**src/rtl/multi_buffer_event_generator_if.sv**
```systemverilog
`timescale 1ns/1ps
`default_nettype none
// ============================================================================
//  Module   : multi_buffer_event_generator_if
//  Brief    : SURF command handshake and event-header RAM write port bundle.
//  Revision : 1.0  initial release
// ============================================================================
interface multi_buffer_event_generator_if #(
    parameter int BUF_BITS = 2
);
    logic                  cmd_start_o;
    logic [31:0]           cmd_event_id_o;
    logic [BUF_BITS-1:0]   cmd_buffer_o;
    logic                  cmd_busy_i;
    logic                  cmd_done_i;
    logic [BUF_BITS+5:0]   event_addr_o;
    logic [15:0]           event_dat_o;
    logic                  event_wr_o;

    modport master (
        output cmd_start_o, cmd_event_id_o, cmd_buffer_o,
        output event_addr_o, event_dat_o, event_wr_o,
        input  cmd_busy_i, cmd_done_i
    );

    modport slave (
        input  cmd_start_o, cmd_event_id_o, cmd_buffer_o,
        input  event_addr_o, event_dat_o, event_wr_o,
        output cmd_busy_i, cmd_done_i
    );
endinterface
`default_nettype wire

```
**src/rtl/multi_buffer_event_generator.sv**
```systemverilog
`timescale 1ns/1ps
`default_nettype none
// ============================================================================
//  Module   : multi_buffer_event_generator
//  Brief    : Queues digitize requests, issues NCMD SURF commands per event and
//             writes the event header. HEADER_CHECKSUM_EN adds an XOR word.
//  Revision : 1.0  initial release
// ============================================================================
module multi_buffer_event_generator #(
    parameter int BUF_BITS    = 2,
    parameter int QDEPTH_BITS = 2,
    parameter int EPOCH_BITS  = 12,
    parameter int NCMD        = 2,
    parameter int GAP_CYCLES  = 2
) (
    input  wire logic                      clk_i,
    input  wire logic                      rst_i,
    input  wire logic                      digitize_i,
    input  wire logic [BUF_BITS-1:0]       digitize_buffer_i,
    input  wire logic [3:0]                digitize_source_i,
    input  wire logic [(1<<BUF_BITS)-1:0]  buffer_status_i,
    input  wire logic [31:0]               pattern_i,
    input  wire logic [15:0]               pps_time_i,
    input  wire logic [31:0]               clock_time_i,
    input  wire logic [EPOCH_BITS-1:0]     epoch_i,
    input  wire logic                      evid_reset_i,
    multi_buffer_event_generator_if.master bus,
    output logic                           event_done_o,
    output logic [31:0]                    next_id_o,
    output logic                           overflow_o,
    output logic [QDEPTH_BITS:0]           queue_count_o
);
    localparam int NBUF     = 1 << BUF_BITS;
    localparam int QDEPTH   = 1 << QDEPTH_BITS;
    localparam int LOW_BITS = 32 - EPOCH_BITS;
`ifdef HEADER_CHECKSUM_EN
    localparam int HDR_WORDS = 12;
`else
    localparam int HDR_WORDS = 11;
`endif

    typedef enum logic [2:0] {
        IDLE      = 3'd0,
        WAIT_IDLE = 3'd1,
        CMD       = 3'd2,
        GAP       = 3'd3,
        HDR       = 3'd4,
        DONE      = 3'd5
    } state_t;

    logic                   dig_q, dig_prev_q;
    logic [QDEPTH_BITS-1:0] wptr_q, rptr_q;
    logic [QDEPTH_BITS:0]   count_q;
    logic                   overflow_q;

    logic [BUF_BITS-1:0]    qbuf_q  [QDEPTH];
    logic [3:0]             qsrc_q  [QDEPTH];
    logic [NBUF-1:0]        qstat_q [QDEPTH];
    logic [31:0]            qpat_q  [QDEPTH];
    logic [15:0]            qpps_q  [QDEPTH];
    logic [31:0]            qclk_q  [QDEPTH];

    state_t                 state_q, state_d;
    logic [1:0]             k_q, k_d;
    logic [7:0]             gap_q, gap_d;
    logic [3:0]             widx_q, widx_d;
    logic                   start_q, start_d;
    logic [15:0]            evcnt_q, evcnt_d;
    logic [31:0]            next_id_q;

    logic                   edge_w, full_w, push_w, pop_w;
    logic [BUF_BITS-1:0]    hbuf_w;
    logic [3:0]             hsrc_w;
    logic [NBUF-1:0]        hstat_w;
    logic [31:0]            hpat_w;
    logic [15:0]            hpps_w;
    logic [31:0]            hclk_w;
    logic [7:0]             held_cnt_w;
    logic [15:0]            word0_w;
    logic [5:0]             hdr_addr_w;
    logic [15:0]            hdr_dat_w;

    assign edge_w = dig_q & ~dig_prev_q;
    assign full_w = (count_q == (QDEPTH_BITS+1)'(QDEPTH));
    assign push_w = edge_w & ~full_w;
    assign pop_w  = (state_q == DONE);

    always_ff @(posedge clk_i or posedge rst_i) begin
        if (rst_i) begin
            dig_q      <= 1'b0;
            dig_prev_q <= 1'b0;
            wptr_q     <= '0;
            rptr_q     <= '0;
            count_q    <= '0;
            overflow_q <= 1'b0;
        end else begin
            dig_q      <= digitize_i;
            dig_prev_q <= dig_q;
            if (push_w) wptr_q <= wptr_q + 1'b1;
            if (pop_w)  rptr_q <= rptr_q + 1'b1;
            if (push_w && !pop_w)
                count_q <= count_q + 1'b1;
            else if (pop_w && !push_w)
                count_q <= count_q - 1'b1;
            if (evid_reset_i)
                overflow_q <= 1'b0;
            else if (edge_w && full_w)
                overflow_q <= 1'b1;
        end
    end

    // Snapshot storage carries no reset: entries are only read while occupied.
    always_ff @(posedge clk_i) begin
        if (push_w) begin
            qbuf_q[wptr_q]  <= digitize_buffer_i;
            qsrc_q[wptr_q]  <= digitize_source_i;
            qstat_q[wptr_q] <= buffer_status_i;
            qpat_q[wptr_q]  <= pattern_i;
            qpps_q[wptr_q]  <= pps_time_i;
            qclk_q[wptr_q]  <= clock_time_i;
        end
    end

    assign hbuf_w  = qbuf_q[rptr_q];
    assign hsrc_w  = qsrc_q[rptr_q];
    assign hstat_w = qstat_q[rptr_q];
    assign hpat_w  = qpat_q[rptr_q];
    assign hpps_w  = qpps_q[rptr_q];
    assign hclk_w  = qclk_q[rptr_q];

    always_ff @(posedge clk_i or posedge rst_i) begin
        if (rst_i) begin
            state_q <= IDLE;
            k_q     <= 2'd0;
            gap_q   <= 8'd0;
            widx_q  <= 4'd0;
            start_q <= 1'b0;
            evcnt_q <= 16'd0;
        end else begin
            state_q <= state_d;
            k_q     <= k_d;
            gap_q   <= gap_d;
            widx_q  <= widx_d;
            start_q <= start_d;
            evcnt_q <= evcnt_d;
        end
    end

    always_comb begin
        state_d = state_q;
        k_d     = k_q;
        gap_d   = gap_q;
        widx_d  = widx_q;
        start_d = 1'b0;
        evcnt_d = evcnt_q;
        unique case (state_q)
            IDLE: begin
                k_d = 2'd0;
                if (count_q != '0) state_d = WAIT_IDLE;
            end
            WAIT_IDLE: begin
                if (!bus.cmd_busy_i) begin
                    start_d = 1'b1;
                    evcnt_d = evcnt_q + 16'd1;
                    state_d = CMD;
                end
            end
            CMD: begin
                if (bus.cmd_done_i) begin
                    if (k_q < 2'(NCMD-1)) begin
                        k_d     = k_q + 2'd1;
                        gap_d   = 8'd0;
                        state_d = GAP;
                    end else begin
                        widx_d  = 4'd0;
                        state_d = HDR;
                    end
                end
            end
            GAP: begin
                if (gap_q == 8'(GAP_CYCLES-1)) state_d = WAIT_IDLE;
                else                           gap_d   = gap_q + 8'd1;
            end
            HDR: begin
                if (widx_q == 4'(HDR_WORDS-1)) state_d = DONE;
                else                           widx_d  = widx_q + 4'd1;
            end
            DONE:    state_d = IDLE;
            default: state_d = IDLE;
        endcase
    end

`ifdef HEADER_CHECKSUM_EN
    logic [15:0] chk_q;

    always_ff @(posedge clk_i or posedge rst_i) begin
        if (rst_i)                chk_q <= 16'd0;
        else if (state_q != HDR)  chk_q <= 16'd0;
        else                      chk_q <= chk_q ^ hdr_dat_w;
    end
`endif

    always_comb begin
        held_cnt_w = 8'd0;
        for (int i = 0; i < NBUF; i++) begin
            if (hstat_w[i] && (BUF_BITS'(i) != hbuf_w))
                held_cnt_w = held_cnt_w + 8'd1;
        end
        word0_w                 = 16'd0;
        word0_w[15:8]           = held_cnt_w;
        word0_w[4 +: BUF_BITS]  = hbuf_w;
        word0_w[3:0]            = hsrc_w;

        hdr_addr_w = 6'h00;
        hdr_dat_w  = 16'd0;
        case (widx_q)
            4'd0:  begin hdr_addr_w = 6'h10; hdr_dat_w = next_id_q[15:0];  end
            4'd1:  begin hdr_addr_w = 6'h11; hdr_dat_w = next_id_q[31:16]; end
            4'd2:  begin hdr_addr_w = 6'h15; hdr_dat_w = 16'(hstat_w);     end
            4'd3:  begin hdr_addr_w = 6'h01; hdr_dat_w = evcnt_q;          end
            4'd4:  begin hdr_addr_w = 6'h06; hdr_dat_w = hpat_w[15:0];     end
            4'd5:  begin hdr_addr_w = 6'h07; hdr_dat_w = hpat_w[31:16];    end
            4'd6:  begin hdr_addr_w = 6'h04; hdr_dat_w = hpps_w;           end
            4'd7:  begin hdr_addr_w = 6'h12; hdr_dat_w = hclk_w[15:0];     end
            4'd8:  begin hdr_addr_w = 6'h13; hdr_dat_w = hclk_w[31:16];    end
            4'd9:  begin hdr_addr_w = 6'h14; hdr_dat_w = 16'(hbuf_w);      end
            4'd10: begin hdr_addr_w = 6'h00; hdr_dat_w = word0_w;          end
`ifdef HEADER_CHECKSUM_EN
            4'd11: begin hdr_addr_w = 6'h16; hdr_dat_w = chk_q;            end
`endif
            default: ;
        endcase
    end

    // Low counter wraps inside its field; the epoch is always re-sampled.
    always_ff @(posedge clk_i or posedge rst_i) begin
        if (rst_i)
            next_id_q <= 32'd0;
        else if (evid_reset_i)
            next_id_q <= {epoch_i, {LOW_BITS{1'b0}}};
        else if (state_q == DONE)
            next_id_q <= {epoch_i, next_id_q[LOW_BITS-1:0] + LOW_BITS'(1)};
    end

    assign bus.cmd_start_o    = start_q;
    assign bus.cmd_event_id_o = next_id_q;
    assign bus.cmd_buffer_o   = (state_q == IDLE) ? '0 : hbuf_w + BUF_BITS'(k_q);
    assign bus.event_wr_o     = (state_q == HDR);
    assign bus.event_addr_o   = (state_q == HDR) ? {hbuf_w, hdr_addr_w} : '0;
    assign bus.event_dat_o    = (state_q == HDR) ? hdr_dat_w : 16'd0;
    assign event_done_o       = (state_q == DONE);
    assign next_id_o          = next_id_q;
    assign overflow_o         = overflow_q;
    assign queue_count_o      = count_q;

endmodule
`default_nettype wire

```
**src/flat_wrapper.sv**
```systemverilog
// flat-port wrapper written by rule: the top's interface ports become plain ports
module multi_buffer_event_generator_flat 
#(
    parameter int BUF_BITS    = 2,
    parameter int QDEPTH_BITS = 2,
    parameter int EPOCH_BITS  = 12,
    parameter int NCMD        = 2,
    parameter int GAP_CYCLES  = 2
)
  (clk_i, rst_i, digitize_i, digitize_buffer_i, digitize_source_i, buffer_status_i, pattern_i, pps_time_i, clock_time_i, epoch_i, evid_reset_i, event_done_o, next_id_o, overflow_o, queue_count_o, bus_cmd_start_o, bus_cmd_event_id_o, bus_cmd_buffer_o, bus_event_addr_o, bus_event_dat_o, bus_event_wr_o, bus_cmd_busy_i, bus_cmd_done_i);
  multi_buffer_event_generator_if #(.BUF_BITS(BUF_BITS)) bus_i ();
  input  wire logic clk_i;
  input  wire logic rst_i;
  input  wire logic digitize_i;
  input  wire logic [BUF_BITS-1:0] digitize_buffer_i;
  input  wire logic [3:0] digitize_source_i;
  input  wire logic [(1<<BUF_BITS)-1:0] buffer_status_i;
  input  wire logic [31:0] pattern_i;
  input  wire logic [15:0] pps_time_i;
  input  wire logic [31:0] clock_time_i;
  input  wire logic [EPOCH_BITS-1:0] epoch_i;
  input  wire logic evid_reset_i;
  output logic event_done_o;
  output logic [31:0] next_id_o;
  output logic overflow_o;
  output logic [QDEPTH_BITS:0] queue_count_o;
  output wire logic [$bits(bus_i.cmd_start_o)-1:0] bus_cmd_start_o;
  output wire logic [$bits(bus_i.cmd_event_id_o)-1:0] bus_cmd_event_id_o;
  output wire logic [$bits(bus_i.cmd_buffer_o)-1:0] bus_cmd_buffer_o;
  output wire logic [$bits(bus_i.event_addr_o)-1:0] bus_event_addr_o;
  output wire logic [$bits(bus_i.event_dat_o)-1:0] bus_event_dat_o;
  output wire logic [$bits(bus_i.event_wr_o)-1:0] bus_event_wr_o;
  input wire logic [$bits(bus_i.cmd_busy_i)-1:0] bus_cmd_busy_i;
  input wire logic [$bits(bus_i.cmd_done_i)-1:0] bus_cmd_done_i;
  assign bus_cmd_start_o = bus_i.cmd_start_o;
  assign bus_cmd_event_id_o = bus_i.cmd_event_id_o;
  assign bus_cmd_buffer_o = bus_i.cmd_buffer_o;
  assign bus_event_addr_o = bus_i.event_addr_o;
  assign bus_event_dat_o = bus_i.event_dat_o;
  assign bus_event_wr_o = bus_i.event_wr_o;
  assign bus_i.cmd_busy_i = bus_cmd_busy_i;
  assign bus_i.cmd_done_i = bus_cmd_done_i;
  multi_buffer_event_generator #(.BUF_BITS(BUF_BITS), .QDEPTH_BITS(QDEPTH_BITS), .EPOCH_BITS(EPOCH_BITS), .NCMD(NCMD), .GAP_CYCLES(GAP_CYCLES)) u_core (.clk_i(clk_i), .rst_i(rst_i), .digitize_i(digitize_i), .digitize_buffer_i(digitize_buffer_i), .digitize_source_i(digitize_source_i), .buffer_status_i(buffer_status_i), .pattern_i(pattern_i), .pps_time_i(pps_time_i), .clock_time_i(clock_time_i), .epoch_i(epoch_i), .evid_reset_i(evid_reset_i), .bus(bus_i), .event_done_o(event_done_o), .next_id_o(next_id_o), .overflow_o(overflow_o), .queue_count_o(queue_count_o));
endmodule
```
**config.mk**
```make
export PLATFORM = sky130hd
export DESIGN_NAME = multi_buffer_event_generator_flat
export DESIGN_NICKNAME = d
export VERILOG_FILES = /design/src/rtl/multi_buffer_event_generator_if.sv /design/src/rtl/multi_buffer_event_generator.sv /design/src/flat_wrapper.sv
export SDC_FILE = /design/constraint.sdc
export NUM_CORES = 1
export LEC_CHECK = 0
export ABC_AREA = 1
export BUFFER_PORTS_ARGS = -buffer_cell sky130_fd_sc_hd__buf_4
export CORE_ASPECT_RATIO = 0.8
export CORE_MARGIN = 4
export CORE_UTILIZATION = 45
export CTS_BUF_LIST = sky130_fd_sc_hd__clkbuf_4 sky130_fd_sc_hd__clkbuf_8
export CTS_CLUSTER_DIAMETER = 150
export CTS_CLUSTER_SIZE = 24
export DETAILED_ROUTE_END_ITERATION = 12
export PLACE_DENSITY = 0.75
export SKIP_CTS_REPAIR_TIMING = 1
export SYNTH_ARGS = -nofsm -noshare
export SYNTH_HDL_FRONTEND = slang
export SYNTH_SLANG_ARGS = --single-unit
```
**constraint.sdc**
```tcl
create_clock -name clk_i -period 4.9 [get_ports clk_i]
set_input_delay 0.98 -clock clk_i [delete_from_list [all_inputs] [get_ports clk_i]]
set_output_delay 0.98 -clock clk_i [all_outputs]
set_load 0.02 [all_outputs]
```
==> metrics.yaml, run 1 <==
outcome: "finished, final reports clean"
drive_above_1_share: 0.164
relSlewSlack: 0.210
synth_area_leader_cell: "edfxtp_1"
firstDrtPassIters: 5
worstSetupPathType: "flip-flop to output pin"
finalClockSkew_ns: 0.0684
path_cells: "buf_4, nand2_1, nand2_1, nand2_1, nand2_2, o21ai_1, inv_1, ha_1, nand3_1, nand2_1, inv_1, ha_1, or2_2, nand3_1, a21oi_1, buf_4"
finalWorstSetupSlack_ns: 0.180
ios: 205
rsz0062_at_grt: "false"
worstPathRequired_ns: 3.92
synth_edf_count: 360
ant_nets: 0
routed_wl_um: 48800
worstPathArrival_ns: 3.74
total_power_mw: 9.84
path_clk_slew_ns: 0.15
wl_per_cell_um: 19.8
yosysSeqAreaShare: 0.668
period_share: 0.963
drv_cap: 0
antenna_found_initial: 5
tightest_slew_ns: 1.18
drtIter0Drc: 1456
async_reset_ff_frac: 0.174
fp.dieW_um: 238
synth_warnings: 0
track_usage: 0.204
setup_viol: 0
dpl.hpwl_um: 32600
hold_path.startpoint: "u_core.dig_q"
syn_area_per_cell_um2: 10.9
cts_tree: "done"
die_area_um2: 45700
r2r_start: "u_core.queue_count_o[0]"
fmax_ghz: 0.212
via_per_inst: 5.45
cp-startpoint: "u_core.rptr_q[0]"
cts_max_level: 1
synth_area_leaders: "edfxtp_1, dfrtp_1, nand2_1, nor2_1, o21ai_0"
fp-row-count: 67
cp-end-kind: "output pin"
grt_max_degree: 91
gr-total-overflow: 0
synth-seq-cells: 436
total_leakage_power_nw: 8.17
area_growth_pct: 12.2
cp_common_cell: "nand2_1"
start_util: 0.455
final_util: 0.511
pre_cts_slack_ns: 0.495
layout.nets: 2019
synth_top_area_share: 0.568
critPathMaxFanout: 7
powerDensity_nw_per_um2: 460
hold_violations: 0
postSynthCellCount: 1748
start_kind: "flip-flop"
critical-path-max-stage-delay_ns: 0.60
cts_sinks: 436
syn-cell-area_um2: 19000
period_needed_ns: 4.72
clock_latency_ns: 0.63
grt_pass1_wl_um: 72500
cts_buffer_depth: 3
ys_types: 50
cp_slowest_cell: "dfrtp_4"
grt_pass1_vias: 12400
core_um2: 41800
cts_root_buffer: "clkbuf_8"
cts_buffers: 22
gp_congestion: 0.927
num_vias: 13400
ir_worst_vdd_v: 0.000305
slew_violations: 0
min_path_type: "flip-flop to flip-flop"
numPortBuffers: 202
die_y_um: 192
synth_ff_type: "edfxtp_1"
drc_errors: 0
==> cells in the mapped netlist (all sizes together), types with 2 or more instances <==
cell and n:
nor3 22, clkinv 2, clkbuf 18, xnor2 8, buf 92, nand4 13, ha 20, nand3b 3
nor4 8, o21ai 204, o2111ai 2, a21oi 49, a31oi 4, nor3b 2, o211ai 6, or2 2
a211oi 2, nand3 62, nor2 308, o22ai 44, xor2 13, edfxtp 360, dfrtp 76, nand2 319
inv 100, o21a 2
==> stage by stage <==
stage	instance area, um^2	cells	hold slack, ns	setup TNS [ns]
floorplan	19000	1749	0.375	-100.67
global placement	20800	2415	0.389	0
detailed placement	20800	2415	0.404	0
CTS	21300	2455	0.392	-0.270
global route	21400	2460	0.397	0
finish	21400	2461	0.434	0
==> kinds of logic (layout without fill, tap and decap cells) <==
| logic type | Yosys count | in the layout | share of synthesized area |
|---|---|---|---|
| muxes | 2 | 2 | 0.00112 |
| other | 1 | 5 | 0.000197 |
| AOI/OAI and AO/OA | 316 | 316 | 0.0897 |
| and+or+nand+nor | 739 | 739 | 0.162 |
| adders and majority gates | 21 | 21 | 0.0142 |
| DFF | 436 | 436 | 0.668 |
| xor gates and xnor gates | 21 | 21 | 0.00966 |
| buffers and inverters | 212 | 369 | 0.0551 |
==> metal layers <==
metal  routed length (um)  vias up  GRT usage  share of wire
li1                     -     6241          -              -
met1                20600     6555      0.294           0.42
met2                22900      556      0.324           0.47
met3                 4010       66     0.0362          0.082
met4                 1290        6     0.0533          0.026
met5                   45        -          0        0.00092
==> power breakdown <==
part	switching (mW)	total, mW	internal, mW
sequential	0.232	4.71	4.48
clock	1.09	1.67	0.576
combinational	2.39	3.46	1.07
total	3.72	9.84	6.12
==> registers in the layout, indices dropped and copies added, names as in the netlist, 3 cells and up <==
register and cells:
u_core.bus.cmd_event_id_o 32, u_core.evcnt_q 16, u_core.gap_q 8, u_core.qbuf_q 8
u_core.qclk_q 128, u_core.qpat_q 128, u_core.qpps_q 64, u_core.qsrc_q 16
u_core.qstat_q 16, u_core.queue_count_o 3, u_core.state_q 3, u_core.widx_q 4
==> worst paths after layout <==
kind	endpoint	slack (ns)	depth (start not counted)
min in group asynchronous	u_core.k_q[0]	0.47	2
max	bus_event_dat_o[9]	0.18	16
max in group asynchronous	u_core.wptr_q[1]	3.46	3
min	u_core.dig_prev_q	0.43	0
max reg2reg	u_core.qpat_q[1][14]	2.08	5
min reg2reg	u_core.dig_prev_q	0.43	0
==> area by class of cell <==
class / count / area, um^2
Antenna cell: 3 / 7.51
Clock buffer: 39 / 437
Clock inverter: 1 / 20.0
Fill cell: 3556 / 20500
Inverter: 102 / 412
Multi-Input combinational cell: 1101 / 5320
Sequential cell: 436 / 12700
Tap cell: 552 / 691
Timing Repair Buffer: 227 / 1770
==> critical path: cells and delay by family, from the launching register on <==
kind / cells / cell delay [ns]
simple gates: 8 / 0.92
fa+ha+maj: 2 / 0.63
buf+inv: 4 / 0.61
flops: 1 / 0.60
compound gates: 2 / 0.36
==> cell usage in the layout, fill, tap and decap left out, types with 3 or more instances in the layout <==
master / instances
dfrtp_1: 74
o21ai_0: 191
nor4_1: 8
o211ai_1: 6
nor2_4: 12
xor2_1: 13
nor2_1: 294
diode_2: 3
nor3_2: 3
o22ai_1: 44
buf_4: 221
nand3_1: 60
clkbuf_4: 16
edfxtp_1: 360
o21ai_1: 10
o21ai_2: 3
nand3b_1: 3
xnor2_1: 8
nand2_1: 312
nand4_1: 12
ha_1: 20
inv_2: 6
nand2_2: 6
clkbuf_8: 23
nor3_1: 19
a31oi_1: 4
inv_1: 92
a21oi_1: 48
buf_12: 4
Power figures use the tool's default switching activity.
==> inputs of run 2 (changes only) <==
Settings changed: CORE_UTILIZATION 45 to 42, PLACE_DENSITY 0.75 to 0.72.
==> run 2 against run 1 <==
Worst hold slack worse by 0.031 ns. Design area is 0.16% higher. Total power is 0.33% higher. Final cell count is 1.9% higher. First-iteration DRC count is 3.8% lower. Sequential share of layout area is 0.094 points lower. Clock skew is 0.025 ns lower. Flip-flop and latch count stayed put. Critical path type unchanged. Highest routed layer unchanged.
==> metrics.yaml, run 2 (synthesized netlist as in run 1, its figures left out) <==
outcome: "finished, final reports clean"
dp_cells: 2462  # +1.9%
cp_slowest_cell: "dfrtp_2"
drv_cap: 0  # unchanged
fmax_ghz: 0.215  # +1.6%
drtIter0Drc: 1400  # -3.8%
ant_nets: 0  # unchanged
cp-end-kind: "output pin"
grt_max_degree: 155  # +70%
dpl.hpwl_um: 32900  # +0.91%
num_vias: 13400  # -0.46%
nFillCells: 3971  # +12%
crit-reg2reg-capture: "u_core.queue_count_o[2]"
multi_input_area_um2: 5330  # about the same
grt_pass1_wl_um: 75500  # +4.1%
grt_pass1_vias: 12800  # +3.6%
track_usage: 0.199  # -0.00513
r2r_start: "u_core.queue_count_o[0]"
ios: 205  # unchanged
total_leakage_power_nw: 8.15  # -0.23%
path_cells: "inv_2, buf_12, nand2_1, o21ai_0, o21ai_2, inv_1, ha_1, inv_1, nand2_1, nand2_1, inv_1, ha_1, or2_2, nand3_1, a21oi_1, buf_4"
worstSetupPathType: "flip-flop to output pin"
area_growth_pct: 12.4
cts_max_level: 1  # unchanged
reg_top3: "u_core.qclk_q: 128 flops, u_core.qpat_q: 128 flops, u_core.qpps_q: 64 flops"
fin_setup_tns_ns: 0  # unchanged
start_util: 0.427  # -0.0286
period_share: 0.948  # -0.0150
gp_congestion: 0.935  # +0.81%
finalNonFillerCells: 2507  # +1.9%
drc_errors: 0  # unchanged
finalClockSkew_ns: 0.0434  # -0.0251 ns
die_area_um2: 48800  # +6.9%
fp-row-count: 69  # +3.0%
layout.nets: 2015  # -0.20%
path_clk_slew_ns: 0.16  # about the same
routed_wl_um: 50000  # +2.4%
die_y_um: 198  # +3.4%
endpoint: "bus_event_dat_o[9]"
mostFrequentLayoutCells: "edfxtp_1, nand2_1, nor2_1"
fin_hold_ws_ns: 0.403  # -0.0306 ns
critical-path-max-stage-delay_ns: 0.49  # -0.11 ns
total_power_mw: 9.87  # +0.33%
worstPathRequired_ns: 3.92  # about the same
start_kind: "flip-flop"
cts_tree: "done"
via_per_inst: 5.33  # -2.3%
antenna_found_initial: 4  # -1
rsz0062_at_grt: "false"
firstDrtPassIters: 5  # unchanged
period_needed_ns: 4.65  # -0.0735 ns
final_common_cell: "edfxtp_1"
cts_buffer_depth: 3  # unchanged
rrSetupSlack_ns: 2.17  # +0.09 ns
setup_viol: 0  # unchanged
fp.dieW_um: 246  # +3.4%
hold_violations: 0  # unchanged
clock_latency_ns: 0.61  # -0.02 ns
relSlewSlack: 0.251  # +0.0413
wl_per_cell_um: 20.0  # +0.56%
cp-startpoint: "u_core.rptr_q[1]"
seqCellArea_um2: 12700  # unchanged
core_um2: 44600  # +6.7%
powerDensity_nw_per_um2: 461  # +0.17%
gr-total-overflow: 0  # unchanged
worstPathArrival_ns: 3.67  # -0.07 ns
place_area_um2: 20900  # +0.34%
numPortBuffers: 202  # unchanged
cts_root_buffer: "clkbuf_8"
cts_sinks: 436  # unchanged
tightest_slew_ns: 1.12  # -0.0618 ns
drive_above_1_share: 0.163  # -0.00123
min_path_type: "input port to async pin"
critPathMaxFanout: 85  # +78
r2r_cells: 10  # +5
cts_buffers: 22  # unchanged
ir_worst_vdd_v: 0.000412  # +35%
final_area_um2: 21400  # +0.16%
slew_violations: 0  # unchanged
-- run 2: changes by cell type in the layout (fill, tap and decap cells not counted), sizes merged --
cell	change
buf	-4
clkinv	-1
inv	+1
diode	-1
-- run 2: power breakdown --
group | switching, mW | internal, mW
combinational | 2.42 | 1.07
sequential | 0.239 | 4.48
clock | 1.09 | 0.577
total | 3.75 | 6.12
-- run 2: final cells by class --
class	instances	share of cell area
Tap cell	603	0.0352
Sequential cell	436	0.594
Multi-Input combinational cell	1101	0.249
Clock inverter	1	0.000935
Clock buffer	39	0.0204
Timing Repair Buffer	223	0.0819
Antenna cell	2	0.000234
Inverter	102	0.0184
-- run 2: worst min-delay path by stage --
stage | startpoint | end | slack (ns) | cells past startpoint
2_1_floorplan | u_core.dig_q | u_core.dig_prev_q | 0.38 | 0
5_1_grt | rst_i | u_core.gap_q[5] | 0.41 | 2
6_report | rst_i | u_core.state_q[2] | 0.40 | 2
4_1_cts | rst_i | u_core.gap_q[4] | 0.38 | 2
3_5_place_dp | u_core.dig_q | u_core.dig_prev_q | 0.40 | 0
3_3_place_gp | u_core.dig_q | u_core.dig_prev_q | 0.38 | 0
-- run 2: worst max-delay path: cells and delay by family (launching register included) --
family,cells,cell delay [ns]
AND/OR/NAND/NOR,5,0.62
adder cells (fa/ha/maj),2,0.55
AO/OA/AOI/OAI,3,0.42
flip-flops,1,0.49
buffers and inverters,6,0.94
-- run 2: per-stage QoR --
stage,setup slack (ns),util
final,0.254,0.480
after global routing,0.0137,0.479
after CTS,-0.0327,0.479
after detailed placement,0.683,0.468
after global placement,0.846,0.468
after floorplan,-0.280,-
-- run 2: layer usage --
| layer | global-route usage | up-vias | wire [um] |
|---|---|---|---|
| met5 | 0 | - | 51 |
| met4 | 0.0439 | 8 | 1200 |
| met3 | 0.0372 | 84 | 4380 |
| met2 | 0.319 | 536 | 23500 |
| met1 | 0.286 | 6500 | 20900 |
| li1 | - | 6234 | - |
==> inputs of run 3 (changes only) <==
Settings changed: ABC_AREA 1 to unset, GPL_ROUTABILITY_DRIVEN set to 0, REMOVE_ABC_BUFFERS set to 1.
==> run 3 against run 2 <==
Global-route usage is 2.1 points lower. Worst hold slack improved by 0.026 ns. Setup slack got worse by 0.030 ns. Critical path type unchanged. Largest cell class unchanged. Largest power group unchanged.
==> metrics.yaml, run 3 <==
worstPathArrival_ns: 3.70  # +0.03 ns
hold_path_depth: 0
cts_buffers: 22  # unchanged
grt_max_degree: 80  # -48%
pre_cts_slack_ns: 0.522  # -0.161 ns
critPathMaxFanout: 8  # -91%
r2r_cells: 4  # -6
fp.dieW_um: 241  # -2.1%
min_to: "u_core.dig_prev_q"
min_path_type: "flip-flop to flip-flop"
firstDrtPassIters: 7  # +2
fp-row-count: 67  # -2.9%
yosys-top-cells-count: "edfxtp_1, mux4_2, dfrtp_1"
antenna_found_initial: 9  # +5
die_area_um2: 46800  # -4.1%
finalWorstSetupSlack_ns: 0.224  # -0.0298 ns
relSlewSlack: 0.306  # +0.0552
r2r_start: "u_core.queue_count_o[0]"
wl_met2_um: 19900  # -15%
numPortBuffers: 202  # unchanged
setup_viol: 0  # unchanged
rrSetupSlack_ns: 2.00  # -0.17 ns
synth_warnings: 0  # unchanged
syn_area_per_cell_um2: 17.3  # +59%
clock_latency_ns: 0.62  # about the same
cp-end-kind: "output pin"
syn-cell-area_um2: 18200  # -4.2%
layout.nets: 1361  # -32%
multi_input_area_um2: 4910  # -7.8%
drv_cap: 0  # unchanged
synth_ff_type: "edfxtp_1"
worstSetupPathType: "flip-flop to output pin"
area_growth_pct: 13.1
outcome: "finished, final reports clean"
synth-seq-cells: 436  # unchanged
synth_edf_count: 360  # unchanged
rsz0062_at_grt: "false"
yosysSeqAreaShare: 0.697  # +0.0295
core_um2: 42400  # -5.0%
slew_violations: 0  # unchanged
total_power_mw: 9.11  # -7.7%
fin_hold_ws_ns: 0.429  # +0.0259 ns
period_share: 0.954  # +0.00608
cts_max_level: 1  # unchanged
finalNonFillerCells: 1792  # -29%
nFillCells: 3511  # -12%
via_per_inst: 5.62  # +5.5%
ios: 205  # unchanged
seqCellArea_um2: 12700  # about the same
fmax_ghz: 0.214  # -0.64%
total_leakage_power_nw: 7.31  # -10%
hold_violations: 0  # unchanged
cts_buffer_depth: 3  # unchanged
period_needed_ns: 4.68  # +0.0298 ns
synth_area_leaders: "edfxtp_1, mux4_2, dfrtp_1, buf_4, ha_1"
crit-reg2reg-capture: "u_core.qpat_q[2][22]"
powerDensity_nw_per_um2: 441  # -4.3%
reg_top3: "u_core.qclk_q: 128 flops, u_core.qpat_q: 128 flops, u_core.qpps_q: 64 flops"
drtIter0Drc: 883  # -37%
wl_met3_um: 2950  # -33%
gr-total-overflow: 0  # unchanged
drt-met1-wl_um: 19100  # -8.7%
die_y_um: 194  # -2.1%
path_clk_slew_ns: 0.16  # about the same
postSynthCellCount: 1056  # -40%
tightest_slew_ns: 1.04  # -0.0827 ns
grt_pass1_vias: 9915  # -23%
drive_above_1_share: 0.319  # +0.156
dr.max_layer_used: "met5"
dpl.hpwl_um: 28400  # -14%
ant_nets: 0  # unchanged
grt_pass1_wl_um: 63500  # -16%
ir_worst_vdd_v: 0.000262  # -37%
start_kind: "flip-flop"
synth.most_common_cell: "edfxtp_1"
routed_wl_um: 42700  # -15%
cts_root_buffer: "clkbuf_8"
cts_tree: "done"
wl_per_cell_um: 23.8  # +19%
cts_sinks: 436  # unchanged
hold_path.startpoint: "u_core.dig_q"
dp_cells: 1749  # -29%
drc_errors: 0  # unchanged
synth_area_leader_cell: "edfxtp_1"
final_common_cell: "edfxtp_1"
start_util: 0.430  # +0.00329
finalClockSkew_ns: 0.0302  # -0.0132 ns
track_usage: 0.178  # -0.0210
worstPathRequired_ns: 3.92  # about the same
async_reset_ff_frac: 0.174  # unchanged
ys_types: 66  # +32%
num_vias: 10100  # -25%
mostFrequentLayoutCells: "edfxtp_1, buf_4, mux4_2"
synth_top_area_share: 0.593  # +0.0251
==> run 3: changes by cell type after synthesis, moves of 67 or more <==
| cell | before | now |
|---|---|---|
| nor2_1 | 298 | 46 |
| mux4_2 | 0 | 86 |
| o21ai_0 | 193 | 17 |
| nand2_1 | 313 | 60 |
| inv_1 | 93 | 26 |
==> run 3: layer usage <==
| layer | GRT usage | vias to the layer above |
|---|---|---|
| met1 | 0.265 | 5187 |
| met4 | 0.0268 | 16 |
| met5 | 0 | - |
| met3 | 0.0360 | 50 |
| li1 | - | 4461 |
| met2 | 0.279 | 363 |
==> run 3: cell families after synthesis <==
logic type,Yosys count,synth area share
simple gates,198,0.0561
compound gates,137,0.0543
xor+xnor,43,0.0207
other cells,1,0.000206
fa+ha+maj,21,0.0148
flops,436,0.697
buf+inv,111,0.0357
mux,109,0.121
==> run 3: area by class of cell <==
class	instances	area share
sequential	436	0.616
clock buffer	29	0.0172
antenna	1	0.000121
inverter	26	0.00479
tap	552	0.0335
multi-input combinational	510	0.238
clock inverter	2	0.00139
timing repair buffer	236	0.0885
==> run 3: worst max path at each step <==
stage	start	to	slack [ns]	depth (start not counted)
after floorplan	u_core.rptr_q[0]	bus_event_dat_o[9]	-2.38	9
after global placement	u_core.rptr_q[0]	bus_event_dat_o[9]	0.57	10
after detailed placement	u_core.rptr_q[0]	bus_event_dat_o[9]	0.52	10
after CTS	u_core.rptr_q[0]	bus_event_dat_o[9]	-0.20	10
after global routing	u_core.rptr_q[0]	bus_event_dat_o[9]	0.04	12
final	u_core.rptr_q[0]	bus_event_dat_o[9]	0.22	12
==> run 3: through the flow <==
stage	utilization	area, um^2	setup TNS (ns)
3_3_place_gp	0.475	20200	0
2_1_floorplan	-	17700	-22.93
6_report	0.486	20600	0
4_1_cts	0.484	20500	-0.229
3_5_place_dp	0.475	20200	0
5_1_grt	0.486	20600	0
==> run 3: where the power goes <==
group | switching [mW] | total [mW] | internal [mW]
Sequential | 0.243 | 4.70 | 4.46
Clock | 1.09 | 1.57 | 0.486
Combinational | 1.54 | 2.83 | 1.29
==> run 3: worst max-delay path: stages (launching register included) <==
cell      delay [ns]
dfrtp_4         0.58
buf_4           0.16
mux4_2          0.43
inv_1           0.09
o21ai_2         0.19
inv_1           0.08
ha_1            0.31
a21boi_0        0.15
or2_1           0.26
ha_1            0.28
a21oi_1         0.06
a211oi_2        0.26
buf_4           0.20
